===== config.mk =====
export PLATFORM = sky130hd
export DESIGN_NAME = mod_updown_counter
export DESIGN_NICKNAME = d
export VERILOG_FILES = /design/src/rtl/counter_pkg.sv /design/src/rtl/cnt_boundary_det.sv /design/src/rtl/mod_updown_counter.sv
export SDC_FILE = /design/constraint.sdc
export NUM_CORES = 1
export LEC_CHECK = 0
export CORE_AREA = 5 5 42 44
export CTS_CLUSTER_DIAMETER = 60
export DETAILED_ROUTE_END_ITERATION = 6
export DIE_AREA = 0 0 47 49
export PLACE_DENSITY = 0.67
export SLEW_MARGIN = 20
export SYNTH_ARGS = -nofsm -noshare
export SYNTH_HDL_FRONTEND = slang
export SYNTH_SLANG_ARGS = --single-unit

===== constraint.sdc =====
create_clock -name clk -period 1.8 [get_ports clk]
set_input_delay 0.36 -clock clk [delete_from_list [all_inputs] [get_ports clk]]
set_output_delay 0.36 -clock clk [all_outputs]
set_load 0.05 [all_outputs]

===== src/rtl/counter_pkg.sv =====
// Shared types and defaults for the modulo up/down counter.
// The mode enum is one bit so it maps directly onto the external mode pin.
package counter_pkg;

  localparam int CNT_WIDTH_DEF = 4;

  typedef enum logic {
    CNT_WRAP = 1'b0,
    CNT_SAT  = 1'b1
  } cnt_mode_e;

endpackage


===== src/rtl/cnt_boundary_det.sv =====
// Combinational boundary detector and next-count generator for the counter.
// Increment/decrement happen only away from the boundary, so no value ever relies on 2**WIDTH rollover.
module cnt_boundary_det
  import counter_pkg::*;
#(
  parameter int              WIDTH = CNT_WIDTH_DEF,
  parameter logic [WIDTH-1:0] MAX_C = '1
) (
  input  logic [WIDTH-1:0] count,
  input  logic             up_dn,
  input  cnt_mode_e        mode,
  output logic             at_bound,
  output logic [WIDTH-1:0] next_cnt
);

  always_comb begin
    at_bound = up_dn ? (count == MAX_C) : (count == '0);
    next_cnt = count;
    if (at_bound) begin
      if (mode == CNT_WRAP) begin
        next_cnt = up_dn ? '0 : MAX_C;
      end
    end else if (up_dn) begin
      next_cnt = count + WIDTH'(1);
    end else begin
      next_cnt = count - WIDTH'(1);
    end
  end

endmodule


===== src/rtl/mod_updown_counter.sv =====
// Modulo up/down counter with parallel load, wrap/saturate boundary mode,
// a registered terminal-count pulse and a sticky saturation-overflow flag.
module mod_updown_counter
  import counter_pkg::*;
#(
  parameter int              WIDTH   = CNT_WIDTH_DEF,
  parameter longint unsigned MAX_VAL = (64'd1 << WIDTH) - 64'd1
) (
  input  logic             clk,
  input  logic             rst,
  input  logic             en,
  input  logic             up_dn,
  input  logic             mode,
  input  logic             load,
  input  logic [WIDTH-1:0] load_val,
  input  logic             clr_ovf,
  output logic [WIDTH-1:0] count,
  output logic             tc,
  output logic             ovf
);

  localparam logic [WIDTH-1:0] MAX_C = MAX_VAL[WIDTH-1:0];

  cnt_mode_e        mode_e;
  logic             at_bound;
  logic [WIDTH-1:0] next_cnt;
  logic [WIDTH-1:0] load_clamped;
  logic             bound_evt;
  logic             sat_evt;

  assign mode_e       = cnt_mode_e'(mode);
  assign load_clamped = (load_val > MAX_C) ? MAX_C : load_val;
  // Load outranks enable, so a load cycle is never a boundary event.
  assign bound_evt    = en & ~load & at_bound;
  assign sat_evt      = bound_evt & (mode_e == CNT_SAT);

  cnt_boundary_det #(
    .WIDTH (WIDTH),
    .MAX_C (MAX_C)
  ) u_bdet (
    .count    (count),
    .up_dn    (up_dn),
    .mode     (mode_e),
    .at_bound (at_bound),
    .next_cnt (next_cnt)
  );

  always_ff @(posedge clk) begin
    if (!rst) begin
      count <= '0;
    end else if (load) begin
      count <= load_clamped;
    end else if (en) begin
      count <= next_cnt;
    end
  end

  always_ff @(posedge clk) begin
    if (!rst) begin
      tc <= 1'b0;
    end else begin
      tc <= bound_evt;
    end
  end

  // Set wins over clear when both land on the same edge.
  always_ff @(posedge clk) begin
    if (!rst) begin
      ovf <= 1'b0;
    end else if (sat_evt) begin
      ovf <= 1'b1;
    end else if (clr_ovf) begin
      ovf <= 1'b0;
    end
  end

endmodule


==> results by group <==
Placed design
  • Placed insts: 90
  • IO Port Bufs: 16
  • Post-Place Setup Slack: -0.3552 ns
  • GPL Wtd Cong: 0.7517
  • Detailed Place HPWL: 994.7 um

Clock network
  • CTS H-tree lvls: 1
  • CTS resizes: 4
  • Reg clk slew, reported paths: 0.05 ns
  • CTS tree: done
  • # clock sinks: 6
  • Post-CTS setup buffer count: 0
  • Clock Path Buffers: 2
  • Hold buffers post-CTS: 0
  • Clock Tree Root: clkbuf_4
  • Clk_lat worst skew: 0.26 ns
  • TritonCTS buffer count: 3

Setup path
  • Worst Setup Start Kind: flip-flop
  • Worst flop-to-flop path endpoint: count[1]
  • Crit path capture type: flip-flop
  • Slowest CP cell: or4_4
  • R2R Setup Slk: 0.15 ns
  • CP Launch Point: count[1]
  • Slowest stage delay, CP: 0.53 ns
  • Worst Path Arrival: 1.80 ns
  • Worst setup path end: count[1]
  • Critical path class: reg2reg
  • Max FO, Critical Path: 6
  • Cell Chain, Critical Path: or4_4, o31a_4, a21o_1, a41o_1
  • RR Startpoint: count[1]
  • Reg2reg path depth: 4
  • Critical Path RT: 1.95 ns

Finish
  • Most frequent cells in the layout: buf_4 (14), clkdlybuf4s50_1 (9), a211oi_1 (6)
  • Most common cell after layout, fill and taps aside: buf_4
  • Area Growth Syn to Fin: 58.82%
  • Fraction of layout cells with a size suffix above 1: 33.77%
  • Fin nets: 93
  • N_diodes: 0
  • Fin cells: 93
  • Fin util: 50.63%

GRT
  • Tot GR Track Use: 12.42%
  • First-pass GRT wire length: 2.070 mm
  • Total grt overflow: 0
  • Met2 Use GR: 18.10%
  • Largest net degree at the start of global routing: 9
  • M1 GR Usage: 15.04%
  • Number of global-route vias before repair: 474
  • Most Crowded Layer GR: met2
  • Antenna violations before repair: 0
  • M3 GR Usage: 4.797%

Synthesis
  • Top cell type's share of synthesized area: 26.89%
  • Fraction of registers with async set/reset: 0%
  • Synthesized area: 446.7 um2
  • Synth area leaders: dfxtp_1 (27%), a211oi_1 (10%), ha_1 (5.6%)
  • Post-synth EDFFs: 0
  • Mapped Cells: 51
  • Flops & latches, synth: 6
  • Cell variety after synth: 26
  • Syn Area/Cell: 8.758 um2
  • Leading area contributor after synthesis: dfxtp_1
  • Top FF cell, synth: dfxtp_1
  • Post-synth net total: 65
  • Seq/Total Area, Yosys: 26.89%
  • Synth warn: 0

Detailed routing
  • Final ANT Viol Nets: 0
  • DR vias/cell: 5.484
  • Drt first pass iters: 4
  • Total Wirelength: 1.219 mm
  • Final routed DRC violation total: 0
  • Initial detailed-routing violation count: 8
  • Vias: 510
  • Avg WL per Cell: 13.11 um

Min path
  • Min-Delay Path Class: reg2reg
  • Hold path cells: 2

Timing
  • Final worst slack: 0.1451 ns
  • Unrepaired setup endpoints after global routing: no
  • Slew HR: 81.16%
  • Fin crit period: 1.655 ns
  • Tcrit/Tclk final: 91.94%
  • Setup violators final: 0
  • Max Fclk: 0.6043 GHz
  • Measured slew at the worst slew-check pin: 0.2816 ns
  • Hold Vio Cnt, Final: 0
  • Slew Limit Fails: 0
  • Clock Skews: 0.002200 ns

Power and ir drop
  • Worst VDD drop: 0.2967 mV
  • Int Pwr: 0.3118 mW
  • PwrDens: 679.5 nW/um2
  • Comb pwr share: 39.9%
  • Switching share of power: 35.32%
  • Sequential power share: 31.9%
  • Leak Pwr: 0.3101 nW
  • Clock power share: 28.2%
  • Net Switching: 0.1703 mW

Run
  • Max cap viols: 0

Floorplanning
  • Die H: 49 um
  • Top Ports: 17
  • Die W: 47 um
  • Initial Util: 31.87%
  • Core area: 1401 um2
  • Rows: 14
  • Die area: 2303 um2

Status
  • Status: completed
-- final cells by class --
class	count	area [um2]
Fill cell	142	691.9
Multi-Input combinational cell	41	327.8
Timing Repair Buffer	24	203.9
Sequential cell	6	123.9
Clock buffer	3	22.52
Tap cell	16	20.02
Inverter	3	11.26
-- flip-flops by register name, summed over array words and instances, names as in the netlist --
name	cells
tc	1
ovf	1
count	4
-- per-stage QoR --
step / area [um2] / total power, mW / hold slack (ns) / TNS (ns)
after floorplan: 450.4 / 0.2622 / 0.4935 / -0.02076
after global placement: 671.9 / 0.3400 / 0.4732 / -1.150
after detailed placement: 671.9 / 0.3426 / 0.4840 / -1.271
after CTS: 709.4 / 0.4813 / 0.4928 / 0
after global routing: 709.4 / 0.5127 / 0.5276 / 0
final: 709.4 / 0.4821 / 0.4833 / 0
-- worst min-delay path by stage --
stage	slack, ns	start	to
6_report	0.48	ovf	ovf
5_1_grt	0.53	ovf	ovf
4_1_cts	0.49	ovf	ovf
3_5_place_dp	0.48	ovf	ovf
3_3_place_gp	0.47	ovf	ovf
2_1_floorplan	0.49	rst	count[0]
-- cells in the mapped netlist (all sizes together), types with 2 or more instances --
library cell  instances
nor2                  2
dfxtp                 6
nand3                 3
nand2b                2
ha                    2
a21oi                 2
xor2                  2
o21ai                 4
a211oi                6
inv                   3
nand2                 3
o31a                  2
and4                  2
-- worst max-delay path: cells and delay by family, from the launching register on --
kind / cells / cell delay [ns]
flip-flops: 1 / 0.31
AND/OR/NAND/NOR: 1 / 0.53
AO/OA/AOI/OAI: 3 / 0.70
-- routing by layer --
| metal | part of all wire [%] | vias up |
|---|---|---|
| met3 | 7.1 | 3 |
| met2 | 47 | 18 |
| met5 | 0 | - |
| li1 | - | 251 |
| met1 | 44 | 238 |
| met4 | 1.8 | 0 |
-- power groups by stage --
stage	sequential, mW	clock [mW]	combinational [mW]
after floorplan	0.195	0	0.0668
after global placement	0.156	0	0.184
after detailed placement	0.156	0	0.187
after CTS	0.155	0.134	0.193
after global routing	0.156	0.148	0.209
final	0.154	0.136	0.192
-- cell families (layout without fill, tap and decap cells) --
| logic type | count (synthesis) | count (layout) | share of synthesized area (%) |
|---|---|---|---|
| xor+xnor | 2 | 2 | 3.922 |
| fa+ha+maj | 3 | 3 | 10.08 |
| flops | 6 | 6 | 26.89 |
| buf+inv | 4 | 30 | 3.360 |
| simple gates | 16 | 16 | 21.01 |
| compound gates | 20 | 20 | 34.74 |
No activity file was read; power rests on OpenSTA's default activity.
